### config.mk
export PLATFORM = sky130hd
export DESIGN_NAME = line_request_splitter
export DESIGN_NICKNAME = d
export VERILOG_FILES = /design/src/rtl/line_request_splitter_pkg.sv /design/src/rtl/line_request_splitter_alignment_unit.sv /design/src/rtl/line_request_splitter.sv
export SDC_FILE = /design/constraint.sdc
export NUM_CORES = 1
export LEC_CHECK = 0
export CAP_MARGIN = 20
export CORE_ASPECT_RATIO = 1.5
export CORE_MARGIN = 2
export CORE_UTILIZATION = 34
export DETAILED_ROUTE_END_ITERATION = 8
export PLACE_DENSITY = 0.7
export RECOVER_POWER = 50
export SLEW_MARGIN = 20
export SYNTH_ARGS = -nofsm -noshare
export SYNTH_HDL_FRONTEND = slang
export SYNTH_SLANG_ARGS = --single-unit
### constraint.sdc
create_clock -name clk -period 4.6 [get_ports clk]
set_clock_uncertainty 0.1 [all_clocks]
set_input_delay 0.69 -clock clk [delete_from_list [all_inputs] [get_ports clk]]
set_output_delay 0.69 -clock clk [all_outputs]
set_load 0.005 [all_outputs]
### src/rtl/line_request_splitter_pkg.sv
// Shared memory-request definitions for the line request splitter.
//   LINE_BYTES / LOG_LINE : default line geometry
//   ADDR_W / TAG_W        : default address and tag widths
//   state_e               : splitter control states
//   txn_t                 : one line-sized transaction as seen downstream
package mem_pkg;

  localparam int LINE_BYTES = 128;
  localparam int LOG_LINE   = $clog2(LINE_BYTES);
  localparam int ADDR_W     = 64;
  localparam int TAG_W      = 8;

  typedef enum logic [0:0] {
    IDLE  = 1'b0,
    ISSUE = 1'b1
  } state_e;

  typedef struct packed {
    logic [ADDR_W-1:0]   addr;
    logic [LOG_LINE-1:0] offset;
    logic [LOG_LINE:0]   bytes;
    logic                first;
    logic                last;
    logic [TAG_W-1:0]    tag;
  } txn_t;

endpackage

### src/rtl/line_request_splitter_alignment_unit.sv
// Combinational alignment of a byte access onto line boundaries.
//   addr      : byte address of the access
//   size      : access size in bytes
//   line_base : addr with the in-line offset bits cleared
//   offset    : byte offset of addr inside its line
//   units     : number of lines touched, ceil((offset + size) / LINE_BYTES)
module alignment_unit #(
  parameter int ADDR_WIDTH = 64,
  parameter int LINE_BYTES = 128
) (
  input  logic [ADDR_WIDTH-1:0]              addr,
  input  logic [31:0]                        size,
  output logic [ADDR_WIDTH-1:0]              line_base,
  output logic [$clog2(LINE_BYTES)-1:0]      offset,
  output logic [33-$clog2(LINE_BYTES):0]     units
);
  import mem_pkg::*;

  localparam int OFF_W = $clog2(LINE_BYTES);

  // 34 bits holds offset + size + (LINE_BYTES-1) for any 32-bit size.
  logic [33:0] span;

  assign offset    = addr[OFF_W-1:0];
  assign line_base = {addr[ADDR_WIDTH-1:OFF_W], {OFF_W{1'b0}}};
  assign span      = {2'b00, size} + {{(34-OFF_W){1'b0}}, offset} + 34'(LINE_BYTES - 1);
  assign units     = span[33:OFF_W];

endmodule

### src/rtl/line_request_splitter.sv
// Splits one byte-granular access into line-sized transactions, lowest
// address first, one transaction per cycle while downstream is ready.
//   clk, rst    : clock, asynchronous active-high reset
//   req_*       : request side (valid/ready), addr/size/tag of the access
//   txn_*       : transaction side (valid/ready), line base, in-line offset,
//                 byte count, first/last markers and the request tag
//   busy        : high while a request is being split (ISSUE state)
// Handshake: a transfer happens on a rising clk edge where valid and ready
// are both high; a valid, once raised, holds its payload stable until the
// transfer. req_ready is a pure state decode and never depends on txn_ready.
module line_request_splitter #(
  parameter int ADDR_WIDTH = 64,
  parameter int LINE_BYTES = mem_pkg::LINE_BYTES,
  parameter int TAG_WIDTH  = 8
) (
  input  logic                          clk,
  input  logic                          rst,
  input  logic                          req_valid,
  output logic                          req_ready,
  input  logic [ADDR_WIDTH-1:0]         req_addr,
  input  logic [31:0]                   req_size,
  input  logic [TAG_WIDTH-1:0]          req_tag,
  output logic                          txn_valid,
  input  logic                          txn_ready,
  output logic [ADDR_WIDTH-1:0]         txn_addr,
  output logic [$clog2(LINE_BYTES)-1:0] txn_offset,
  output logic [$clog2(LINE_BYTES):0]   txn_bytes,
  output logic                          txn_first,
  output logic                          txn_last,
  output logic [TAG_WIDTH-1:0]          txn_tag,
  output logic                          busy
);
  import mem_pkg::*;

  localparam int OFF_W   = $clog2(LINE_BYTES);
  localparam int UNITS_W = 34 - OFF_W;
  localparam logic [OFF_W:0]          LINE_FULL = (OFF_W+1)'(LINE_BYTES);
  localparam logic [ADDR_WIDTH-1:0]   LINE_STEP = ADDR_WIDTH'(LINE_BYTES);

  state_e                 state_q, state_d;
  logic [ADDR_WIDTH-1:0]  addr_q, addr_d;
  logic [OFF_W-1:0]       offset_q, offset_d;
  logic [31:0]            remaining_q, remaining_d;
  logic                   first_q, first_d;
  logic [TAG_WIDTH-1:0]   tag_q, tag_d;
  logic [UNITS_W-1:0]     units_q, units_d;
  logic [UNITS_W-1:0]     count_q, count_d;

  logic [ADDR_WIDTH-1:0]  al_base;
  logic [OFF_W-1:0]       al_offset;
  logic [UNITS_W-1:0]     al_units;

  logic                   issuing;
  logic [OFF_W:0]         avail;
  logic                   fits;
  logic [OFF_W:0]         step_bytes;

  alignment_unit #(
    .ADDR_WIDTH (ADDR_WIDTH),
    .LINE_BYTES (LINE_BYTES)
  ) u_align (
    .addr      (req_addr),
    .size      (req_size),
    .line_base (al_base),
    .offset    (al_offset),
    .units     (al_units)
  );

  // Bytes left in the current line; remaining is compared against it directly
  // so offset + size is never formed in 32 bits.
  assign issuing    = (state_q == ISSUE);
  assign avail      = LINE_FULL - {1'b0, offset_q};
  assign fits       = (remaining_q <= 32'(avail));
  assign step_bytes = fits ? remaining_q[OFF_W:0] : avail;

  assign req_ready  = (state_q == IDLE);
  assign busy       = issuing;
  assign txn_valid  = issuing;
  assign txn_addr   = addr_q;
  assign txn_offset = offset_q;
  assign txn_tag    = tag_q;
  // Gated by state so the markers and count read zero while idle.
  assign txn_bytes  = issuing ? step_bytes : '0;
  assign txn_first  = issuing & first_q;
  assign txn_last   = issuing & fits;

  always_comb begin
    state_d     = state_q;
    addr_d      = addr_q;
    offset_d    = offset_q;
    remaining_d = remaining_q;
    first_d     = first_q;
    tag_d       = tag_q;
    units_d     = units_q;
    count_d     = count_q;
    case (state_q)
      IDLE: begin
        // A zero-size request is consumed without leaving IDLE.
        if (req_valid && req_size != 32'd0) begin
          state_d     = ISSUE;
          addr_d      = al_base;
          offset_d    = al_offset;
          remaining_d = req_size;
          first_d     = 1'b1;
          tag_d       = req_tag;
          units_d     = al_units;
          count_d     = '0;
        end
      end
      ISSUE: begin
        if (txn_ready) begin
          count_d = count_q + UNITS_W'(1);
          if (fits) begin
            state_d = IDLE;
          end else begin
            addr_d      = addr_q + LINE_STEP;
            remaining_d = remaining_q - 32'(step_bytes);
            offset_d    = '0;
            first_d     = 1'b0;
          end
        end
      end
      default: state_d = IDLE;
    endcase
  end

  always_ff @(posedge clk or posedge rst) begin
    if (rst) begin
      state_q     <= IDLE;
      addr_q      <= '0;
      offset_q    <= '0;
      remaining_q <= '0;
      first_q     <= 1'b0;
      tag_q       <= '0;
      units_q     <= '0;
      count_q     <= '0;
    end else begin
      state_q     <= state_d;
      addr_q      <= addr_d;
      offset_q    <= offset_d;
      remaining_q <= remaining_d;
      first_q     <= first_d;
      tag_q       <= tag_d;
      units_q     <= units_d;
      count_q     <= count_d;
    end
  end

`ifndef SYNTHESIS
  // The final transaction of a request must close exactly the number of
  // lines the alignment unit predicted at accept time.
  always_ff @(posedge clk) begin
    if (!rst && issuing && txn_ready && fits) begin
      assert (count_q + UNITS_W'(1) == units_q)
        else $error("line count %0d differs from predicted %0d", count_q + UNITS_W'(1), units_q);
    end
  end
`endif

endmodule

==> results.json <==
{
  "clock_latency_ns": 0.37,
  "cp.arrival_ns": 4.56,
  "cp-start-kind": "flip-flop",
  "rows": 66,
  "synth_top_family_by_area": "compound AO/OA/AOI/OAI gates",
  "final_nets": 1198,
  "peakVddDrop_v": 0.000208,
  "final_cell_area_um2": 10200,
  "critPathTopFamily": "simple AND/OR/NAND/NOR gates",
  "syn-instance-count": 877,
  "ys_ff_latch": 106,
  "ys_seq_area_share_pct": 35.9,
  "post-route-period-util_pct": 96.4,
  "top_level_ports": 200,
  "cpMaxStageDelayCell": "dfrtp_1",
  "drt_iter0_drc": 503,
  "r2r-end": "remaining_q[17]",
  "dieArea_um2": 23000,
  "avgSynthCellArea_um2": 8.43,
  "die_x_um": 124,
  "synth_xor_area_share_pct": 0.947,
  "min_path_cells": 2,
  "drc": 0,
  "rrSetupSlack_ns": 0.17,
  "synth_flop_cell": "dfrtp_1",
  "maxCapViolations": 1,
  "worst_pin_slew_ns": 2.82,
  "hold_path.class": "reg2reg",
  "dp_slack_ns": 0.0537,
  "regArea_um2": 2660,
  "syn_to_final_growth_pct": 37.4,
  "cts_hold_buf": 0,
  "via_per_inst": 6.03,
  "slew_headroom_pct": -89.2,
  "clk_pin_slew_ns": 0.08,
  "period_minus_slack_ns": 4.43,
  "synth_top_area_share_pct": 35.9,
  "tritoncts": "done",
  "synth.largest_area_cell": "dfrtp_1",
  "initial_core_util_pct": 34.3,
  "post-route-util_pct": 47.1,
  "setup-violations-final": 0,
  "critPathBufInv": 5,
  "synth_edf_count": 0,
  "hold_end": "txn_tag[2]",
  "grt_antenna_before_repair": 0,
  "vias": 8135,
  "whs_ns": 0.376,
  "root_buffer": "clkbuf_16",
  "synthMuxAreaShare_pct": 2.17,
  "grt_max_degree": 83,
  "dp_cells": 1328,
  "synthArstFlopShare_pct": 100,
  "worstSetupPathType": "reg2reg",
  "p_leak_nw": 4.00,
  "power_density_nw_per_um2": 349,
  "power.total_mw": 3.55,
  "synthSimpleGateAreaFrac_pct": 20.5,
  "maxSlewViolCount": 60,
  "worst_slack_ns": 0.166,
  "diodes": 0,
  "multiInputGateArea_um2": 4380,
  "crit_start": "txn_offset[5]",
  "synthDistinctLibCells": 65,
  "hold_path_startpoint": "txn_tag[2]",
  "yosysWarnings": 0,
  "rsz0062_at_grt": "false",
  "layoutNonFillerInstCount": 1348,
  "status": "finished, violations left",
  "cpPeakStageDelay_ns": 0.41,
  "netlist_top_cells_area": "dfrtp_1 (36%), a21oi_1 (4.0%), nand2_1 (3.7%)",
  "fin_setup_tns_ns": 0,
  "drive_gt1_share_pct": 10.2,
  "cts_max_level": 3,
  "clk_path_buf_depth": 2,
  "grt_pass1_vias": 7974,
  "syn_area_um2": 7400,
  "placed_area_um2": 9790,
  "gp_congestion": 0.907,
  "die_y_um": 185,
  "fill_cells": 2114,
  "fmax_mhz": 226,
  "dr.pass1.iters": 5,
  "hpwl_mm": 18.5,
  "r2r_cells": 21,
  "cpMostUsedCell": "buf_4",
  "grt.overflow.total": 0,
  "drt-total-wl_mm": 27.0,
  "final_hold_viol_count": 0,
  "violations": "max-capacitance violations, max-slew violations",
  "synthAdderAreaFrac_pct": 3.32,
  "ant_nets": 0,
  "port_buffers": 192,
  "synth_compound_area_share_pct": 31.3,
  "grt_use_total_pct": 22.7,
  "path_max_fanout": 6,
  "critPathRequiredTime_ns": 4.72,
  "wl_per_cell_um": 20.0,
  "cp-end-kind": "flip-flop",
  "timing.rr.start": "txn_offset[5]",
  "path_cells": "nor4_2 > nand2_1 > xnor2_2 > ha_1 > nand4_1 > nand2b_1 > a21oi_1 > nor3_2 > buf_4 > buf_4 > mux2_2 > ha_1 > nor2_1 > a211oi_2 > o211ai_1 > buf_4 > buf_4 > nand4_1 > buf_4 > a2bb2oi_1 > o211ai_1",
  "cts-buffers-inserted": 9,
  "grt_pass1_wl_mm": 42.2,
  "fp.coreArea_um2": 21600,
  "clock-sinks": 106
}
[per-layer routing]
| layer | track usage [%] | wire, um | part of all wire, % |
|---|---|---|---|
| met1 | 26.5 | 10400 | 39 |
| met2 | 41.4 | 13900 | 52 |
| met3 | 3.08 | 1680 | 6.2 |
| met4 | 9.62 | 954 | 3.5 |
| met5 | 0 | 0 | 0 |
[logic make-up after synthesis]
logic type / after synthesis
mux: 15
other cells: 1
compound gates: 325
buf+inv: 101
flops: 106
fa+ha+maj: 19
xor+xnor: 8
simple gates: 302
[Yosys cell counts, types with 4 or more instances]
cell type	instances
dfrtp_1	106
nand2_1	73
nor2_1	69
a21oi_1	59
clkbuf_1	46
nand3_1	41
o21ai_0	37
o22ai_1	32
a31oi_1	31
inv_1	29
a22oi_1	28
o22a_1	25
nor3_1	23
nand4_1	21
nor4_1	20
ha_1	18
o211ai_1	16
o2bb2a_1	15
a2bb2oi_1	14
a22o_1	12
buf_4	12
and3_1	10
a211oi_1	9
and2_1	9
buf_2	9
a41oi_1	8
and4_1	8
mux2_2	8
mux2i_1	7
o21a_1	7
or3_1	7
buf_1	5
xnor2_1	5
o311ai_0	4
or4_1	4
[timing repair]
action / in CTS / in global routing
gates resized for setup: 0 / 13
buffers inserted: 0 / 4
setup endpoints to repair: 0 / 21
[cells in the final DEF, fill, tap and decap left out, types with 21 or more instances in the layout]
master | netlist | routed
clkdlybuf4s50_1 | 0 | 149
dfrtp_1 | 106 | 105
nand2_1 | 73 | 73
nor2_1 | 69 | 69
a21oi_1 | 59 | 58
buf_4 | 12 | 55
dlygate4sd3_1 | 0 | 43
nand3_1 | 41 | 41
o21ai_0 | 37 | 37
o22ai_1 | 32 | 32
a31oi_1 | 31 | 31
a22oi_1 | 28 | 28
inv_1 | 29 | 26
o22a_1 | 25 | 25
nor3_1 | 23 | 23
nand4_1 | 21 | 21
[registers in the layout, indices dropped and copies added (netlist names)]
name         flops
txn_tag          8
txn_offset       7
first_q          1
remaining_q     32
busy             1
txn_addr        57
[area by class of cell]
class / count / area share [%]
Multi-Input combinational cell: 676 / 43.1
Sequential cell: 106 / 26.1
Timing Repair Buffer: 249 / 23.2
Clock buffer: 10 / 2.25
Inverter: 29 / 1.08
Tap cell: 272 / 3.35
Clock inverter: 6 / 0.825
[tightest hold or removal path: stages (launching register included)]
cell and delay [ns]:
dfrtp_1 0.34, nand2_1 0.05, nand2_1 0.06
[how the worst max path moves through the flow]
stage                       to  cells after the start  slack [ns]
6_report       remaining_q[17]                     21        0.17
5_1_grt        remaining_q[28]                     20       0.006
4_1_cts        remaining_q[28]                     20        0.01
3_5_place_dp   remaining_q[28]                     20        0.05
3_3_place_gp   remaining_q[28]                     20        0.18
2_1_floorplan  remaining_q[25]                     15        0.12
[power breakdown]
part	total, mW	leakage, nW	switching (mW)	internal [mW]
registers	1.31	1.28	0.210	1.10
logic	1.39	2.57	0.676	0.713
clock network	0.851	0.152	0.413	0.437
total	3.55	4.00	1.30	2.25
(Power assumes the default switching activity.)
